$ cat src/rtl/cpu_pkg.sv
// Shared CPU-side definitions for the byte-serial instruction loader.
package cpu_pkg;

    localparam int WORD_W = 32;

    localparam logic [7:0]        DEF_START_BYTE = 8'hFE;
    localparam logic [WORD_W-1:0] DEF_END_WORD   = 32'hFFFF_FFFF;

    typedef enum logic [1:0] {
        IDLE = 2'd0,
        LOAD = 2'd1,
        DONE = 2'd2
    } loader_state_t;

endpackage

$ cat src/rtl/instr_stream_loader_assembler.sv
// Packs bytes MSB-first into 32-bit words; word_valid flags the edge that samples the fourth byte.
module instr_word_assembler
    import cpu_pkg::*;
(
    input  logic              clk,
    input  logic              reset,
    input  logic              clear,
    input  logic              shift_en,
    input  logic [7:0]        byte_in,
    output logic              word_valid,
    output logic [WORD_W-1:0] word
);

    logic [WORD_W-1:0] shift_p0;
    logic [1:0]        idx_p0;

    // The word is presented combinationally so the loader can act on the same edge that samples byte 3.
    assign word_valid = shift_en && (idx_p0 == 2'd3);
    assign word       = {shift_p0[WORD_W-9:0], byte_in};

    always_ff @(posedge clk) begin
        if (reset) begin
            shift_p0 <= '0;
            idx_p0   <= 2'd0;
        end else if (clear) begin
            shift_p0 <= '0;
            idx_p0   <= 2'd0;
        end else if (shift_en) begin
            shift_p0 <= word;
            idx_p0   <= idx_p0 + 2'd1;
        end
    end

endmodule

$ cat src/rtl/instr_stream_loader.sv
// Receives the byte-serial instruction stream and issues one instruction-memory write per word.
module instr_stream_loader
    import cpu_pkg::*;
#(
    parameter int                DEPTH      = 64,
    parameter int                ADDR_W     = 6,
    parameter logic [7:0]        START_BYTE = DEF_START_BYTE,
    parameter logic [WORD_W-1:0] END_WORD   = DEF_END_WORD
) (
    input  logic              clk_i,
    input  logic              reset,
    input  logic [7:0]        instr_i,
    output logic              wr_en_o,
    output logic [ADDR_W-1:0] wr_addr_o,
    output logic [WORD_W-1:0] wr_data_o,
    output logic              busy_o,
    output logic              load_done_o,
    output logic              overflow_o,
    output logic [ADDR_W:0]   word_count_o
);

    localparam logic [ADDR_W:0] DEPTH_W = (ADDR_W+1)'(DEPTH);

    loader_state_t     state;
    logic [ADDR_W:0]   ptr;
    logic              start_seen;
    logic              shift_en;
    logic              word_valid;
    logic [WORD_W-1:0] word;

    assign start_seen   = (state == IDLE) && (instr_i == START_BYTE);
    assign shift_en     = (state == LOAD);
    assign word_count_o = ptr;

    instr_word_assembler u_assembler (
        .clk        (clk_i),
        .reset      (reset),
        .clear      (start_seen),
        .shift_en   (shift_en),
        .byte_in    (instr_i),
        .word_valid (word_valid),
        .word       (word)
    );

    always_ff @(posedge clk_i) begin
        if (reset) begin
            state       <= IDLE;
            ptr         <= '0;
            wr_en_o     <= 1'b0;
            wr_addr_o   <= '0;
            wr_data_o   <= '0;
            busy_o      <= 1'b0;
            load_done_o <= 1'b0;
            overflow_o  <= 1'b0;
        end else begin
            wr_en_o <= 1'b0;
            case (state)
                IDLE: begin
                    if (start_seen) begin
                        state  <= LOAD;
                        busy_o <= 1'b1;
                    end
                end
                LOAD: begin
                    if (word_valid) begin
                        if (word == END_WORD) begin
                            state       <= DONE;
                            busy_o      <= 1'b0;
                            load_done_o <= 1'b1;
                        end else if (ptr < DEPTH_W) begin
                            wr_en_o   <= 1'b1;
                            wr_addr_o <= ptr[ADDR_W-1:0];
                            wr_data_o <= word;
                            ptr       <= ptr + 1'b1;
                        end else begin
                            // Memory full: drop the word and end the session.
                            state       <= DONE;
                            busy_o      <= 1'b0;
                            load_done_o <= 1'b1;
                            overflow_o  <= 1'b1;
                        end
                    end
                end
                DONE: begin
                    state <= DONE;
                end
                default: begin
                    state <= IDLE;
                end
            endcase
        end
    end

endmodule

$ cat config.mk
export PLATFORM = sky130hd
export DESIGN_NAME = instr_stream_loader
export DESIGN_NICKNAME = d
export VERILOG_FILES = /design/src/rtl/cpu_pkg.sv /design/src/rtl/instr_stream_loader_assembler.sv /design/src/rtl/instr_stream_loader.sv
export SDC_FILE = /design/constraint.sdc
export NUM_CORES = 1
export LEC_CHECK = 0
export CAP_MARGIN = 10
export CORE_AREA = 2 2 106 82
export CTS_BUF_LIST = sky130_fd_sc_hd__clkbuf_2 sky130_fd_sc_hd__clkbuf_4 sky130_fd_sc_hd__clkbuf_8
export DETAILED_ROUTE_END_ITERATION = 16
export DIE_AREA = 0 0 108 84
export PLACE_DENSITY = 0.59
export SYNTH_ARGS = -nofsm -noshare
export SYNTH_HDL_FRONTEND = slang
export SYNTH_HIERARCHICAL = 1
export SYNTH_SLANG_ARGS = --single-unit
$ cat constraint.sdc
create_clock -name clk_i -period 2.5 [get_ports clk_i]
set_input_delay 0.75 -clock clk_i [delete_from_list [all_inputs] [get_ports clk_i]]
set_output_delay 0.75 -clock clk_i [all_outputs]
set_load 0.03 [all_outputs]
---- Word-level counts from Yosys, hierarchy flattened ----
Cells that the tools add are included.
storage, ports and cells
  bits in registers ....................... 77
  input bits .............................. 10
  output and inout bits ................... 49
  word-level logic and storage cells ...... 50
cells by class
  $add $sub $neg .......................... 2
  $lt $le $gt $ge ......................... 1
  equality and inequality tests ........... 9
  multiplexer cells ....................... 13
  bitwise logic cells ..................... 4
  reductions and logical operators ........ 11
operator list
  kind                                                                    number
  32-bit equality test (second input constant)                            1
  4-bit AND reduction                                                     3
  8-bit equality test (second input constant)                             1
  2-bit 2-to-1 mux                                                        4
  7-bit by 1-bit adder with 7-bit output (second input constant)          1
  7-bit less-than comparator (second input constant)                      1
  1-bit 2-to-1 mux                                                        7
  2-bit inequality test (second input constant)                           3
  2-bit case mux with 3 select lines                                      1
  3-bit AND reduction                                                     2
  2-bit equality test (second input constant)                             2
  1-bit NOT                                                               4
  4-bit OR reduction                                                      1
  3-bit inequality test (second input constant)                           1
  2-bit by 1-bit adder with 2-bit output (second input constant)          1
  2-bit by 1-bit equality test with 1-bit output (second input constant)  1
  1-bit logical AND                                                       2
  2-bit logical NOT                                                       1
  1-bit case mux with 2 select lines                                      1
  2-bit nonzero test                                                      1
  2-bit OR reduction                                                      1

---- Longest topological paths before layout ----
  depth after elaboration ................. 5
  depth in mapped cells ................... 11
  mapped depth without buffers ............ 7

---- Cells and area by module ----
The synthesis kept the hierarchy.
by module, submodules not included
  module                instances  cells each  area an instance (um^2)  sequential area each (um^2)
  instr_stream_loader   1          208         2,095.8                  1,021.0
  instr_word_assembler  1          95          1,039.7                  520.5

---- Least setup slack after synthesis ----
No wires, ideal clock.
  path kind ............................... input -> register
  start ................................... in instr_i[3]
  end ..................................... reg ptr[4] (netlist: word_count_o[4])
  setup time .............................. 123 ps
  arrival ................................. 2,033 ps
  data required time ...................... 2,377 ps
  path slack .............................. 344 ps
  cell stages on the path ................. 7
  buffers on the path ..................... 2
  cells stage by stage .................... buf_4 nand4_1 nor4_4 a211oi_1 buf_2 nand4_1 mux2_1
on the way
  longest elaborated chain between the ends .. 3
ends and longest elaborated chain
  item                                  line                       RTL
  start, declared                       instr_stream_loader.sv:12  input logic [7:0] instr_i,
  32-bit equality test                  instr_stream_loader.sv:66  if (word == END_WORD) begin
  1-bit NOT (no source line)            n/a
  4-bit AND reduction (no source line)  n/a
  end signal, assigned                  instr_stream_loader.sv:74  ptr <= ptr + 1'b1;
  end, declared                         instr_stream_loader.sv:25  logic [ADDR_W:0] ptr;
Every way passes these cells.
A chain may end at the register's enable or synchronous reset.

---- Final worst setup path ----
  start ................................... reg ptr[2] (netlist: word_count_o[2])
  end ..................................... out word_count_o[2]
RTL lines
  item           line                       RTL
  end, declared  instr_stream_loader.sv:19  output logic [ADDR_W:0] word_count_o
No word-level cell between the ends.

==> impl_metrics.prom <==
# TYPE chip_impl_metric gauge
chip_impl_metric{name="start_util",unit="%"} 38.41
chip_impl_metric{name="cts_setup_buffers",unit=""} 0
chip_impl_info{name="predominant_post_synthesis_flop_cell",value="dfxtp_1"} 1
chip_impl_metric{name="yosys.area_share.xor_xnor",unit="%"} 0.8380
chip_impl_metric{name="routed_vias",unit=""} 2288
chip_impl_metric{name="ios",unit=""} 59
chip_impl_metric{name="placement.cell_area",unit="um^2"} 3834
chip_impl_info{name="min-delay-path-class",value="reg -> reg"} 1
chip_impl_metric{name="htree_levels",unit=""} 3
chip_impl_metric{name="power_frac_comb",unit="%"} 3.2
chip_impl_metric{name="synth_compound_area_share",unit="%"} 4.310
chip_impl_info{name="run_status",value="completed"} 1
chip_impl_metric{name="wl_per_cell",unit="um"} 13.59
chip_impl_metric{name="reg2reg_depth",unit=""} 7
chip_impl_metric{name="critical_path_depth",unit=""} 1
chip_impl_info{name="timing.setup.critical_path_class",value="reg -> out"} 1
chip_impl_metric{name="fp.dieH",unit="um"} 84
chip_impl_info{name="crit_family",value="buffers and inverters"} 1
chip_impl_info{name="r2r-start",value="state[0]$_SDFFE_PP0P_"} 1
chip_impl_metric{name="clock_sink_count",unit=""} 77
chip_impl_info{name="top_layer_used",value="met4"} 1
chip_impl_metric{name="critical_path_rt",unit="ns"} 1.75
chip_impl_info{name="cell_type_contributing_the_most_total_cell_area_after_synthesis",value="dfxtp_1"} 1
chip_impl_metric{name="hpwl",unit="um"} 4632
chip_impl_metric{name="final_design_area_no_fill",unit="um^2"} 4041
chip_impl_metric{name="antenna-diode-count",unit=""} 0
chip_impl_info{name="netlist_top_cells_area",value="dfxtp_1 49%, mux2i_1 21%, nor2_1 8.7%, buf_6 2.9%, nand4_1 2.0%"} 1
chip_impl_metric{name="timing.fmax",unit="MHz"} 443.1
chip_impl_info{name="worst_setup_path_endpoint",value="word_count_o[2]"} 1
chip_impl_metric{name="hold_buffers",unit=""} 0
chip_impl_metric{name="share_clk_of_total_power",unit="%"} 42.6
chip_impl_metric{name="track_usage",unit="%"} 15.10
chip_impl_info{name="critical_path.startpoint_type",value="flip-flop"} 1
chip_impl_metric{name="design.die.area",unit="um^2"} 9072
chip_impl_metric{name="rrSetupSlack",unit="ns"} 0.64
chip_impl_metric{name="fin_skew",unit="ns"} 0.01311
chip_impl_metric{name="cellLeakagePower",unit="nW"} 1.388
chip_impl_metric{name="post-synth-top-area-fraction",unit="%"} 49.16
chip_impl_metric{name="slew_headroom",unit="%"} 65.14
chip_impl_metric{name="grt_pass1_vias",unit=""} 2143
chip_impl_metric{name="antenna_violations_before_repair",unit=""} 0
chip_impl_info{name="critical_path.endpoint_type",value="primary output"} 1
chip_impl_metric{name="number_of_buffers_created_by_cts",unit=""} 9
chip_impl_metric{name="max_cap_viol_count",unit=""} 0
chip_impl_metric{name="filler_cell_count",unit=""} 783
chip_impl_metric{name="synth_edf_count",unit=""} 0
chip_impl_metric{name="fp-row-count",unit=""} 29
chip_impl_metric{name="synth-seq-area-share",unit="%"} 49.16
chip_impl_metric{name="setup-tns-final",unit="ns"} 0
chip_impl_metric{name="total_power",unit="mW"} 2.269
chip_impl_metric{name="first_iter_violations",unit=""} 114
chip_impl_info{name="critical_path.cell_chain",value="clkdlybuf4s50_1"} 1
chip_impl_metric{name="syn-num-nets",unit=""} 317
chip_impl_metric{name="postRouteAntennaNets",unit=""} 0
chip_impl_metric{name="post_cts_resized",unit=""} 0
chip_impl_metric{name="portBuffers",unit=""} 58
chip_impl_metric{name="power_report.internal_total",unit="mW"} 1.754
chip_impl_info{name="critPathSlowestCell",value="clkdlybuf4s50_1"} 1
chip_impl_metric{name="detail_route.vias_per_cell",unit=""} 4.757
chip_impl_metric{name="share_seq_of_total_power",unit="%"} 54.2
chip_impl_metric{name="nNetsFinal",unit=""} 382
chip_impl_metric{name="netlist_instances",unit=""} 303
chip_impl_metric{name="wire_length_of_the_first_global_routing_pass",unit="um"} 10790
chip_impl_metric{name="clock_latency_on_the_worst_skew_pair",unit="ns"} 0.35
chip_impl_metric{name="grt-ovfl-total",unit=""} 0
chip_impl_metric{name="post_synth_fa_ha_maj_area_fraction",unit="%"} 1.596
chip_impl_metric{name="drive_gt1_share",unit="%"} 11.53
chip_impl_metric{name="timing.final.crit_share",unit="%"} 90.27
chip_impl_metric{name="pwr_density_cell",unit="nW/um^2"} 561.4
chip_impl_metric{name="finalHoldViolCount",unit=""} 0
chip_impl_metric{name="postSynthAreaPerCell",unit="um^2"} 10.35
chip_impl_metric{name="crit_path_max_fanout",unit=""} 7
chip_impl_metric{name="syn-cell-area",unit="um^2"} 3136
chip_impl_info{name="synthMostInstantiatedCell",value="dfxtp_1"} 1
chip_impl_metric{name="cp_num_buf_inv",unit=""} 1
chip_impl_metric{name="drc",unit=""} 0
chip_impl_metric{name="path_clk_slew",unit="ns"} 0.08
chip_impl_metric{name="period_needed",unit="ns"} 2.257
chip_impl_metric{name="synthesis.yosys.warnings",unit=""} 6
chip_impl_metric{name="synthDistinctLibCells",unit=""} 38
chip_impl_metric{name="irDropWorstVdd",unit="V"} 0.0002912
chip_impl_metric{name="timing_worst_slew_pin_value",unit="ns"} 0.5097
chip_impl_metric{name="gpl.final_weighted_congestion",unit=""} 0.7486
chip_impl_info{name="combinational_family_with_the_most_area_after_synthesis",value="multiplexers"} 1
chip_impl_metric{name="drt-pass1-iter-count",unit=""} 4
chip_impl_metric{name="yosys-mux-area-fraction",unit="%"} 21.11
chip_impl_metric{name="synth-simple-area-share",unit="%"} 15.52
chip_impl_metric{name="critical_path_arrival",unit="ns"} 1.51
chip_impl_metric{name="fin_util",unit="%"} 49.50
chip_impl_info{name="grt_setup_unrepaired",value="no"} 1
chip_impl_info{name="worstReg2RegEnd",value="wr_data_o[14]$_SDFFE_PP0P_"} 1
chip_impl_metric{name="core_region_area",unit="um^2"} 8164
chip_impl_metric{name="drt_wl_total",unit="um"} 6539
chip_impl_metric{name="cp_slowest_stage_delay",unit="ns"} 0.71
chip_impl_metric{name="final_max_slew_viol_count",unit=""} 0
chip_impl_info{name="clockRootBuffer",value="clkbuf_8"} 1
chip_impl_metric{name="hold-worst-slack",unit="ns"} 0.4773
chip_impl_info{name="setup.worst_path.start",value="word_count_o[2]$_SDFFE_PP0P_"} 1
chip_impl_metric{name="clockBufferDepth",unit=""} 2
chip_impl_metric{name="met2_wirelength",unit="um"} 2838
chip_impl_metric{name="p_sw",unit="uW"} 514.4
chip_impl_metric{name="setup_viol_count_final",unit=""} 0
chip_impl_metric{name="wl_met1",unit="um"} 3258
chip_impl_metric{name="asyncSetResetFlopFracSynth",unit="%"} 0
chip_impl_metric{name="met3_length",unit="um"} 380
chip_impl_metric{name="power.switching_fraction",unit="%"} 22.67
chip_impl_metric{name="areaGrowthSynthToFinish",unit="%"} 28.89
chip_impl_metric{name="ys_seq_elements",unit=""} 77
chip_impl_info{name="cts_tree",value="built"} 1
chip_impl_info{name="synth_commonest_cells",value="77 x dfxtp_1, 73 x nor2_1, 65 x mux2i_1, 10 x nand4_1"} 1
chip_impl_metric{name="die-width",unit="um"} 108
chip_impl_metric{name="maximum_number_of_pins_on_one_net_before_global_route_repair",unit=""} 34
[through the flow]
step           cells  setup WS (ns)
3_3_place_gp     465       -0.06607
5_1_grt          481         0.1577
2_1_floorplan    303         0.3441
6_report         481         0.2432
3_5_place_dp     465        -0.1090
4_1_cts          481         0.2138
[how the worst min path moves through the flow]
| stage | endpoint | from | slack (ns) | cells past startpoint |
|---|---|---|---|---|
| final | overflow_o$_SDFFE_PP0P_ | overflow_o$_SDFFE_PP0P_ | 0.48 | 2 |
| after global routing | overflow_o$_SDFFE_PP0P_ | overflow_o$_SDFFE_PP0P_ | 0.51 | 2 |
| after CTS | state[1]$_SDFFE_PP0P_ | state[1]$_SDFFE_PP0P_ | 0.48 | 2 |
| after detailed placement | overflow_o$_SDFFE_PP0P_ | overflow_o$_SDFFE_PP0P_ | 0.46 | 2 |
| after global placement | overflow_o$_SDFFE_PP0P_ | overflow_o$_SDFFE_PP0P_ | 0.45 | 2 |
| after floorplan | state[1]$_SDFFE_PP0P_ | state[1]$_SDFFE_PP0P_ | 0.45 | 2 |
[state kept, by name (all words and copies together) (netlist names)]
name / count
wr_en_o: 1
overflow_o: 1
u_assembler/idx_p0: 2
wr_addr_o: 6
wr_data_o: 32
u_assembler/shift_p0: 24
busy_o: 1
state: 2
load_done_o: 1
word_count_o: 7
[routing by layer]
layer | track usage [%] | up-vias
met5 | 0 | -
met1 | 21.15 | 1068
met4 | 4.196 | 0
met3 | 5.543 | 4
met2 | 21.73 | 61
li1 | - | 1155
[placed cells by master (no fill, tap or decap), types with 2 or more instances in the layout]
cell             count
nor4_4               2
clkdlybuf4s50_1     57
clkinvlp_4           3
nand2b_1             4
nor2_1              73
nand2_1              3
buf_4               19
inv_1                7
mux2i_1             65
nand4_1             10
a21oi_1              8
ha_1                 4
clkbuf_8            10
buf_12               2
dfxtp_1             77
xnor2_1              3
[power groups by stage]
stage               Combinational [mW]  Clock [mW]  Sequential [mW]
floorplan                       0.0424           0             1.26
CTS                             0.0742       0.997             1.23
global placement                0.0738           0             1.26
finish                          0.0730       0.967             1.23
detailed placement              0.0739           0             1.26
global route                    0.0792        1.06             1.23
[cells by family after synthesis]
kind of cell	count (synthesis)
adder cells (fa/ha/maj)	4
AO/OA/AOI/OAI	19
XOR/XNOR	3
AND/OR/NAND/NOR	102
multiplexers	66
flip-flops	77
buffers and inverters	32
[area by class of cell]
class / count / area (um^2) / area share (%)
Sequential cell: 77 / 1541 / 38.14
Inverter: 7 / 26.28 / 0.6502
Timing Repair Buffer: 79 / 758.2 / 18.76
Multi-Input combinational cell: 194 / 1373 / 33.96
Clock inverter: 6 / 70.07 / 1.734
Clock buffer: 10 / 137.6 / 3.406
Tap cell: 108 / 135.1 / 3.344
No activity file was read; power rests on OpenSTA's default activity.
